`src/rtl/mem_arbiter_pkg.sv`:
```
// mem_arbiter_pkg: shared types and constants for the two-port memory arbiter.
//   state_e      - arbiter FSM encoding (2-bit)
//   PORT_CORE/DMA- requester indices (core = 0, boot loader/DMA = 1)
//   RD_LAT_*     - legal range of the memory read latency parameter
//   CNT_W        - width of the read wait-state counter (covers RD_LAT_MAX)
package mem_arbiter_pkg;

    typedef enum logic [1:0] {
        IDLE   = 2'd0,
        ACCESS = 2'd1,
        WAIT   = 2'd2,
        DONE   = 2'd3
    } state_e;

    localparam logic PORT_CORE = 1'b0;
    localparam logic PORT_DMA  = 1'b1;

    localparam int RD_LAT_MIN = 1;
    localparam int RD_LAT_MAX = 4;
    localparam int CNT_W      = 3;

endpackage

```
`src/rtl/mem_arbiter_if.sv`:
```
// mem_arbiter_if: requester and memory-macro signals of the arbiter.
//   slave  - arbiter side: takes req/we/addr/wdata per port and mem_rdata,
//            drives gnt/rvalid/rdata/busy and the memory command.
//   master - environment side (requesters plus memory macro).
interface mem_arbiter_if #(
    parameter int AW = 10,
    parameter int DW = 32
);
    logic          req0, we0, req1, we1;
    logic [AW-1:0] addr0, addr1;
    logic [DW-1:0] wdata0, wdata1;
    logic          gnt0, gnt1, rvalid0, rvalid1, busy;
    logic [DW-1:0] rdata;
    logic          mem_en, mem_we;
    logic [AW-1:0] mem_addr;
    logic [DW-1:0] mem_wdata, mem_rdata;

    modport slave (
        input  req0, we0, addr0, wdata0, req1, we1, addr1, wdata1, mem_rdata,
        output gnt0, gnt1, rvalid0, rvalid1, rdata, busy,
               mem_en, mem_we, mem_addr, mem_wdata
    );

    modport master (
        output req0, we0, addr0, wdata0, req1, we1, addr1, wdata1, mem_rdata,
        input  gnt0, gnt1, rvalid0, rvalid1, rdata, busy,
               mem_en, mem_we, mem_addr, mem_wdata
    );
endinterface

```
`src/rtl/mem_arbiter_rr_pick2.sv`:
```
// rr_pick2: combinational two-way request picker.
//   req[1:0] - pending requests, last - port granted most recently,
//   fixed    - 1: port 0 always wins, 0: round-robin on ties.
//   valid    - any request pending, winner - selected port index.
module rr_pick2
    import mem_arbiter_pkg::*;
(
    input  logic [1:0] req,
    input  logic       last,
    input  logic       fixed,
    output logic       valid,
    output logic       winner
);
    always_comb begin
        valid  = |req;
        winner = PORT_CORE;
        if (fixed)
            winner = req[0] ? PORT_CORE : PORT_DMA;
        else if (req == 2'b11)
            winner = ~last;       // tie goes to the port that did not win last
        else
            winner = req[1];      // single requester (or none, valid=0)
    end
endmodule

```
`src/rtl/mem_arbiter.sv`:
```
// mem_arbiter: shares one single-port memory between the core (port 0) and
// the boot loader/DMA (port 1). One transaction in flight; reads wait RD_LAT
// cycles. All outputs are registered and computed from the next state, so a
// request sampled in IDLE (cycle 0) shows gnt/mem_en in cycle 1.
//   clock, reset - rising-edge clock, synchronous active-high reset
//   bus          - request/response and memory-macro signals (slave side)
module mem_arbiter
    import mem_arbiter_pkg::*;
#(
    parameter int AW         = 10,
    parameter int DW         = 32,
    parameter int RD_LAT     = 1,
    parameter int FIXED_PRIO = 0
) (
    input  logic          clock,
    input  logic          reset,
    mem_arbiter_if.slave  bus
);
    if (RD_LAT < RD_LAT_MIN || RD_LAT > RD_LAT_MAX) begin : g_bad_rd_lat
        $error("mem_arbiter: RD_LAT out of range 1..4");
    end

    state_e           state_q, state_d;
    logic             last_q, last_d, sel_q, sel_d, we_q, we_d;
    logic [CNT_W-1:0] cnt_q, cnt_d;
    logic             gnt0_q, gnt0_d, gnt1_q, gnt1_d;
    logic             rvalid0_q, rvalid0_d, rvalid1_q, rvalid1_d;
    logic             busy_q, busy_d, mem_en_q, mem_en_d, mem_we_q, mem_we_d;
    logic [DW-1:0]    rdata_q, rdata_d, mem_wdata_q, mem_wdata_d;
    logic [AW-1:0]    mem_addr_q, mem_addr_d;
    logic             pick_valid, pick_winner;

    rr_pick2 u_pick (
        .req    ({bus.req1, bus.req0}),
        .last   (last_q),
        .fixed  (FIXED_PRIO != 0),
        .valid  (pick_valid),
        .winner (pick_winner)
    );

    always_comb begin
        state_d     = state_q;
        last_d      = last_q;
        sel_d       = sel_q;
        we_d        = we_q;
        cnt_d       = cnt_q;
        gnt0_d      = 1'b0;
        gnt1_d      = 1'b0;
        rvalid0_d   = 1'b0;
        rvalid1_d   = 1'b0;
        mem_en_d    = 1'b0;
        mem_we_d    = 1'b0;
        rdata_d     = rdata_q;
        mem_addr_d  = mem_addr_q;
        mem_wdata_d = mem_wdata_q;
        case (state_q)
            IDLE: begin
                if (pick_valid) begin
                    state_d     = ACCESS;
                    last_d      = pick_winner;
                    sel_d       = pick_winner;
                    we_d        = pick_winner ? bus.we1 : bus.we0;
                    mem_addr_d  = pick_winner ? bus.addr1 : bus.addr0;
                    mem_wdata_d = pick_winner ? bus.wdata1 : bus.wdata0;
                    // ACCESS-cycle outputs are loaded here so they are live in ACCESS
                    mem_en_d    = 1'b1;
                    mem_we_d    = we_d;
                    gnt0_d      = (pick_winner == PORT_CORE);
                    gnt1_d      = (pick_winner == PORT_DMA);
                end
            end
            ACCESS: begin
                if (we_q) begin
                    state_d   = DONE;
                    rvalid0_d = (sel_q == PORT_CORE);
                    rvalid1_d = (sel_q == PORT_DMA);
                end else begin
                    state_d = WAIT;
                    cnt_d   = CNT_W'(RD_LAT);
                end
            end
            WAIT: begin
                cnt_d = cnt_q - 1'b1;
                // cnt==1 is the cycle mem_rdata is valid (RD_LAT after mem_en)
                if (cnt_q == CNT_W'(1)) begin
                    state_d   = DONE;
                    rdata_d   = bus.mem_rdata;
                    rvalid0_d = (sel_q == PORT_CORE);
                    rvalid1_d = (sel_q == PORT_DMA);
                end
            end
            DONE: state_d = IDLE;
            default: state_d = IDLE;
        endcase
        busy_d = (state_d != IDLE);
    end

    always_ff @(posedge clock) begin
        if (reset) begin
            state_q     <= IDLE;
            last_q      <= PORT_DMA;
            sel_q       <= PORT_CORE;
            we_q        <= 1'b0;
            cnt_q       <= '0;
            gnt0_q      <= 1'b0;
            gnt1_q      <= 1'b0;
            rvalid0_q   <= 1'b0;
            rvalid1_q   <= 1'b0;
            busy_q      <= 1'b0;
            mem_en_q    <= 1'b0;
            mem_we_q    <= 1'b0;
            rdata_q     <= '0;
            mem_addr_q  <= '0;
            mem_wdata_q <= '0;
        end else begin
            state_q     <= state_d;
            last_q      <= last_d;
            sel_q       <= sel_d;
            we_q        <= we_d;
            cnt_q       <= cnt_d;
            gnt0_q      <= gnt0_d;
            gnt1_q      <= gnt1_d;
            rvalid0_q   <= rvalid0_d;
            rvalid1_q   <= rvalid1_d;
            busy_q      <= busy_d;
            mem_en_q    <= mem_en_d;
            mem_we_q    <= mem_we_d;
            rdata_q     <= rdata_d;
            mem_addr_q  <= mem_addr_d;
            mem_wdata_q <= mem_wdata_d;
        end
    end

    assign bus.gnt0      = gnt0_q;
    assign bus.gnt1      = gnt1_q;
    assign bus.rvalid0   = rvalid0_q;
    assign bus.rvalid1   = rvalid1_q;
    assign bus.busy      = busy_q;
    assign bus.rdata     = rdata_q;
    assign bus.mem_en    = mem_en_q;
    assign bus.mem_we    = mem_we_q;
    assign bus.mem_addr  = mem_addr_q;
    assign bus.mem_wdata = mem_wdata_q;
endmodule

```
`src/flat_wrapper.sv`:
```
// flat-port wrapper written by rule: the top's interface ports become plain ports
module mem_arbiter_flat import mem_arbiter_pkg::*;
#(
    parameter int AW         = 10,
    parameter int DW         = 32,
    parameter int RD_LAT     = 1,
    parameter int FIXED_PRIO = 0
)
  (clock, reset, bus_req0, bus_we0, bus_addr0, bus_wdata0, bus_req1, bus_we1, bus_addr1, bus_wdata1, bus_mem_rdata, bus_gnt0, bus_gnt1, bus_rvalid0, bus_rvalid1, bus_rdata, bus_busy, bus_mem_en, bus_mem_we, bus_mem_addr, bus_mem_wdata);
  mem_arbiter_if #(.AW(AW), .DW(DW)) bus_i ();
  input  logic clock;
  input  logic reset;
  input wire logic [$bits(bus_i.req0)-1:0] bus_req0;
  input wire logic [$bits(bus_i.we0)-1:0] bus_we0;
  input wire logic [$bits(bus_i.addr0)-1:0] bus_addr0;
  input wire logic [$bits(bus_i.wdata0)-1:0] bus_wdata0;
  input wire logic [$bits(bus_i.req1)-1:0] bus_req1;
  input wire logic [$bits(bus_i.we1)-1:0] bus_we1;
  input wire logic [$bits(bus_i.addr1)-1:0] bus_addr1;
  input wire logic [$bits(bus_i.wdata1)-1:0] bus_wdata1;
  input wire logic [$bits(bus_i.mem_rdata)-1:0] bus_mem_rdata;
  output wire logic [$bits(bus_i.gnt0)-1:0] bus_gnt0;
  output wire logic [$bits(bus_i.gnt1)-1:0] bus_gnt1;
  output wire logic [$bits(bus_i.rvalid0)-1:0] bus_rvalid0;
  output wire logic [$bits(bus_i.rvalid1)-1:0] bus_rvalid1;
  output wire logic [$bits(bus_i.rdata)-1:0] bus_rdata;
  output wire logic [$bits(bus_i.busy)-1:0] bus_busy;
  output wire logic [$bits(bus_i.mem_en)-1:0] bus_mem_en;
  output wire logic [$bits(bus_i.mem_we)-1:0] bus_mem_we;
  output wire logic [$bits(bus_i.mem_addr)-1:0] bus_mem_addr;
  output wire logic [$bits(bus_i.mem_wdata)-1:0] bus_mem_wdata;
  assign bus_i.req0 = bus_req0;
  assign bus_i.we0 = bus_we0;
  assign bus_i.addr0 = bus_addr0;
  assign bus_i.wdata0 = bus_wdata0;
  assign bus_i.req1 = bus_req1;
  assign bus_i.we1 = bus_we1;
  assign bus_i.addr1 = bus_addr1;
  assign bus_i.wdata1 = bus_wdata1;
  assign bus_i.mem_rdata = bus_mem_rdata;
  assign bus_gnt0 = bus_i.gnt0;
  assign bus_gnt1 = bus_i.gnt1;
  assign bus_rvalid0 = bus_i.rvalid0;
  assign bus_rvalid1 = bus_i.rvalid1;
  assign bus_rdata = bus_i.rdata;
  assign bus_busy = bus_i.busy;
  assign bus_mem_en = bus_i.mem_en;
  assign bus_mem_we = bus_i.mem_we;
  assign bus_mem_addr = bus_i.mem_addr;
  assign bus_mem_wdata = bus_i.mem_wdata;
  mem_arbiter #(.AW(AW), .DW(DW), .RD_LAT(RD_LAT), .FIXED_PRIO(FIXED_PRIO)) u_core (.clock(clock), .reset(reset), .bus(bus_i));
endmodule
```
`config.mk`:
```
export PLATFORM = sky130hd
export DESIGN_NAME = mem_arbiter_flat
export DESIGN_NICKNAME = d
export VERILOG_FILES = /design/src/rtl/mem_arbiter_pkg.sv /design/src/rtl/mem_arbiter_if.sv /design/src/rtl/mem_arbiter_rr_pick2.sv /design/src/rtl/mem_arbiter.sv /design/src/flat_wrapper.sv
export SDC_FILE = /design/constraint.sdc
export NUM_CORES = 1
export LEC_CHECK = 0
export ABC_AREA = 1
export BUFFER_PORTS_ARGS = -buffer_cell sky130_fd_sc_hd__buf_2
export CAP_MARGIN = 5
export CORE_ASPECT_RATIO = 0.6
export CORE_MARGIN = 4
export CORE_UTILIZATION = 46
export DETAILED_ROUTE_END_ITERATION = 8
export PLACE_DENSITY = 0.86
export SLEW_MARGIN = 0
export SYNTH_ARGS = -nofsm -noshare
export SYNTH_HDL_FRONTEND = slang
export SYNTH_SLANG_ARGS = --single-unit
```
`constraint.sdc`:
```
create_clock -name clock -period 2 [get_ports clock]
set_input_delay 0.4 -clock clock [delete_from_list [all_inputs] [get_ports clock]]
set_output_delay 0.4 -clock clock [all_outputs]
set_load 0.05 [all_outputs]
```
After elaboration in Yosys (flattened, before gate mapping)
Cells that the tools add are included.
{"block": "word_totals", "ram_bits": 0, "latchBits": 0, "regBits": 89, "in_bits": 122, "out_inout_bits": 81, "rom_bits": 0, "mem_count": 0}
{"block": "classes", "muxes": 17, "n_bitwise": 5, "n_div": 0, "reduce_logical": 9, "n_eq_ne": 6, "n_mul": 0, "magnitude_cmp": 0, "add_sub_neg": 1, "shift": 0}
{"operator": "two-way mux 32 bit", "count": 1}
{"operator": "two-way mux 10 bit", "count": 1}
{"operator": "two-way mux 1 bit", "count": 8}
{"operator": "one-hot mux 2 bit (4 select lines)", "count": 1}
{"operator": "== test 2 bit (second input constant)", "count": 3}
{"operator": "one-hot mux 3 bit (2 select lines)", "count": 1}
{"operator": "AND reduction 2 bit", "count": 3}
{"operator": "inverter 1 bit", "count": 5}
{"operator": "two-way mux 2 bit", "count": 2}
{"operator": "one-hot mux 1 bit (2 select lines)", "count": 2}
{"operator": "nonzero test 2 bit", "count": 2}
{"operator": "OR reduction 2 bit", "count": 2}
{"operator": "== test 3 x 1 -> 1 bit (second input constant)", "count": 1}
{"operator": "two-way mux 3 bit", "count": 1}
{"operator": "OR reduction 3 bit", "count": 1}
{"operator": "subtractor 3 x 1 -> 3 bit (second input constant)", "count": 1}
{"operator": "== test 2 x 1 -> 1 bit (second input constant)", "count": 1}
{"operator": "logical NOT 2 bit", "count": 1}
{"operator": "inequality test 2 bit (second input constant)", "count": 1}

Logic depth before layout (Yosys ltp)
{"block": "logic_depth", "ltp_word": 4, "depth_mapped": 8, "ltp_nobuf": 8}

By module
From an unflattened synthesis, not the netlist that was laid out.
{"block": "unflattened", "cells_unflattened": 586, "hier_area_um2": 4367.9}
{"module": "mem_arbiter", "n_inst": 1, "cells_per_inst": 580, "seq_area_each_um2": 1781.7, "area_per_inst_um2": 4342.9}
{"module": "rr_pick2", "n_inst": 1, "cells_per_inst": 6, "seq_area_each_um2": 0.0, "area_per_inst_um2": 25.0}

Least setup slack after synthesis
OpenSTA, ideal clock, no wires.
{"block": "synth_path", "path_kind": "register to register", "from": "reg u_core.state_q[0]", "to": "reg u_core.rdata_q[15] (netlist: u_core.bus.rdata[15])", "period_less_slack_ns": 1.362, "setup_slack_ns": 0.638, "path_stages_with_launch": 7, "t_arrival_ns": 1.292, "setup_time_ns": 0.070, "cell_sequence": "dfxtp_1 > inv_1 > ha_1 > nand3_2 > clkbuf_1 > nand2_1 > a21oi_1"}
{"block": "synth_between", "elab_chain_cells": 2}
{"element": "start, declared", "line": "mem_arbiter.sv:23", "source": "state_e state_q, state_d;"}
{"element": "start signal, assigned", "line": "mem_arbiter.sv:116", "source": "state_q <= state_d;"}
{"element": "== test 2 bit", "line": "mem_arbiter.sv:56", "source": "case (state_q)"}
{"element": "AND reduction 2 bit (no line)"}
{"element": "end signal, assigned", "line": "mem_arbiter.sv:128", "source": "rdata_q <= rdata_d;"}
{"element": "end, declared", "line": "mem_arbiter.sv:29", "source": "logic [DW-1:0] rdata_q, rdata_d, mem_wdata_q, mem_wdata_d;"}
Every way passes these cells.
A chain may end at the register's enable or synchronous reset.

Final worst setup path
{"block": "layout_path", "from": "reg u_core.state_q[0]", "to": "reg u_core.mem_wdata_q[17] (netlist: u_core.bus.mem_wdata[17])"}
{"block": "layout_between", "elab_chain_cells": 2}
{"element": "logical NOT 2 bit", "line": "mem_arbiter.sv:56"}
{"element": "AND reduction 2 bit (no line)"}
{"element": "end signal, assigned", "line": "mem_arbiter.sv:130", "source": "mem_wdata_q <= mem_wdata_d;"}
{"element": "end, declared", "line": "mem_arbiter.sv:29"}
Every way passes these cells.

==> out/metrics.cfg <==
[outcome]
status=complete, no violations

[timing]
final.period_utilization_pct=78.5
rsz0062_at_grt=no
setup_viol_count_final=0
fmax_mhz=637
finClkSkew_ns=0.00806
drv_slew=0
setup_tns_ns=0
holdWs_ns=0.307
worst_pin_slew_ns=0.374
hold_viol=0
slew_headroom_pct=75.0
min_period_ns=1.57

[yosys]
synthMostInstantiatedCell=nand2_1
ys_top_cells_by_area=dfxtp_1, nand2_1, nor2_1
synth_warnings=0
post-synth-top-area-cell=dfxtp_1
avgSynthCellArea_um2=6.68
synth_area_um2=4250
syn-num-nets=764
ys_async_sr_fraction_pct=0
yosysSeqAreaShare_pct=42.0
synth_commonest_cells=nand2_1, nor2_1, dfxtp_1
ys_ff_latch=89
synthDistinctLibCells=20
synthCells=636
netlist.area_leader.share_pct=42.0
synth-edff-count=0
ys.flop_type=dfxtp_1

[floorplanning]
die_h_um=82.4
dieWidth_um=132
io-pin-count=203
start_util_pct=48.5
core_um2=8750
fp.dieArea_um2=10900
rows=26

[flow_run]
drv_cap=0

[grt]
grt_pass1_wl_um=18400
antenna_found_initial=0
overflow=0
grt_max_degree=88
track_usage_pct=20.6
first_global_vias=3966

[min_path]
whs_path_depth=3
hold_class=primary input to flop

[critical_path]
setup.worst_path.end_class=flop
critPathLaunchType=flop
path_max_fanout=41
cp.required_ns=2.23
rr_worst_depth=8
arrival_ns=1.80
criticalPathCategory=flop to flop

[clock_tree]
cts.sinks=89
clockBufferDepth=2
root_buffer=clkbuf_16
cts_setup_buffers=0
ctsHoldBuffers=0
insertion_delay_ns=0.33
cts.htree.levels=3
clk_transition_reported_paths_ns=0.07
tritoncts=yes
numCtsBuffers=9
cts_resized=0

[place]
place_congestion=0.794
io_buffer_count=202
hpwl_um=8640

[drt]
drt-total-wl_um=11700
drc=0
dr.pass1.iters=4
vias=4389
vias_per_cell=4.69
wl_per_cell_um=12.5
final_antenna_net_count=0
drtIter0Drc=170

[power_and_ir_drop]
p_leak_nw=3.00
p_per_area_nw_per_um2=1540
vdd_ir_drop_max_mv=1.01

[layout]
drive_above_1_share_pct=28.9
nets=947
post-route-util_pct=64.5
syn_to_final_growth_pct=32.9
diodes=0

[placed cells by master (no fill, tap or decap)]
master / Yosys / final
nor2_4: 0 / 1
dfxtp_1: 89 / 89
inv_2: 5 / 5
ha_1: 6 / 6
nand4_1: 1 / 1
bufinv_16: 0 / 2
clkinvlp_4: 0 / 1
buf_12: 0 / 4
buf_4: 10 / 8
clkbuf_16: 0 / 9
nand3b_1: 1 / 1
nand2_1: 212 / 211
buf_2: 15 / 202
nor2_1: 91 / 91
a21oi_1: 37 / 37
clkbuf_1: 14 / 1
clkinv_2: 0 / 1
inv_1: 57 / 57
nand3_1: 49 / 49
a21boi_1: 42 / 42
o21ai_0: 1 / 1
nand2_2: 0 / 1
inv_6: 0 / 2
o21ai_4: 1 / 1
nand3_2: 1 / 1
[layout make-up]
class	count	area, um^2
clock inverters	6	90.1
clock buffers	10	229
well taps	112	140
flip-flops and latches	89	1780
fillers	788	3110
inverters	62	233
repair buffers	214	1150
multi-input cells	443	2020
[cell families (layout without fill, tap and decap cells)]
kind of cell | after synthesis | in the layout | synth area share [%]
and+or+nand+nor | 356 | 356 | 33.3
buffers and inverters | 104 | 292 | 10.7
AOI/OAI and AO/OA | 81 | 81 | 12.3
adders and majority gates | 6 | 6 | 1.77
DFF | 89 | 89 | 42.0
[path summary, 6_finish.rpt]
check	from	endpoint	slack [ns]
min reg2reg	u_core.sel_q$_SDFFE_PP0N_	u_core.bus.rvalid1$_SDFF_PP0_	0.44
max reg2reg	u_core.state_q[0]$_SDFF_PP0_	u_core.bus.mem_wdata[17]$_SDFFE_PP0N_	0.43
min	bus_mem_rdata[10]	u_core.bus.rdata[10]$_SDFFE_PP0P_	0.31
max	u_core.state_q[0]$_SDFF_PP0_	u_core.bus.mem_wdata[17]$_SDFFE_PP0N_	0.43
[where the power goes]
group / total (mW) / leakage [nW] / switching (mW) / internal (mW)
Clock: 1.78 / 0.153 / 0.679 / 1.10
Combinational: 4.40 / 2.11 / 3.19 / 1.21
Sequential: 2.53 / 0.730 / 0.253 / 2.28
Total: 8.71 / 3.00 / 4.12 / 4.59
[metal layers]
| metal | wire length (um) | global-route usage [%] | vias to the layer above | share of wire (%) |
|---|---|---|---|---|
| met5 | 0 | 0 | - | 0 |
| met4 | 69 | 4.61 | 0 | 0.59 |
| met3 | 859 | 6.96 | 8 | 7.3 |
| met2 | 5240 | 33.7 | 129 | 45 |
| met1 | 5520 | 26.9 | 1935 | 47 |
| li1 | - | - | 2317 | - |
[metrics by stage]
step | instances | area, um^2 | setup slack, ns | total power, mW
CTS | 936 | 5640 | 0.417 | 8.77
detailed placement | 920 | 5320 | 0.427 | 6.98
global placement | 920 | 5320 | 0.488 | 6.89
floorplan | 636 | 4250 | 0.638 | 5.93
global route | 936 | 5640 | 0.266 | 9.30
finish | 936 | 5640 | 0.430 | 8.71
[worst max-delay path, cell delays in order, from the launching register on]
cell and delay [ns]:
dfxtp_1 0.34, inv_1 0.12, ha_1 0.25, inv_1 0.09, nor2_4 0.17, buf_12 0.23, nand2_1 0.07, nor2_1 0.11
nor2_1 0.06
[state kept, by name, indices dropped and copies added, names as in the netlist, 2 cells and up]
name                  cells
u_core.bus.mem_wdata     32
u_core.bus.rdata         32
u_core.bus.mem_addr      10
u_core.cnt_q              3
u_core.state_q            2
No activity file was read; power rests on OpenSTA's default activity.
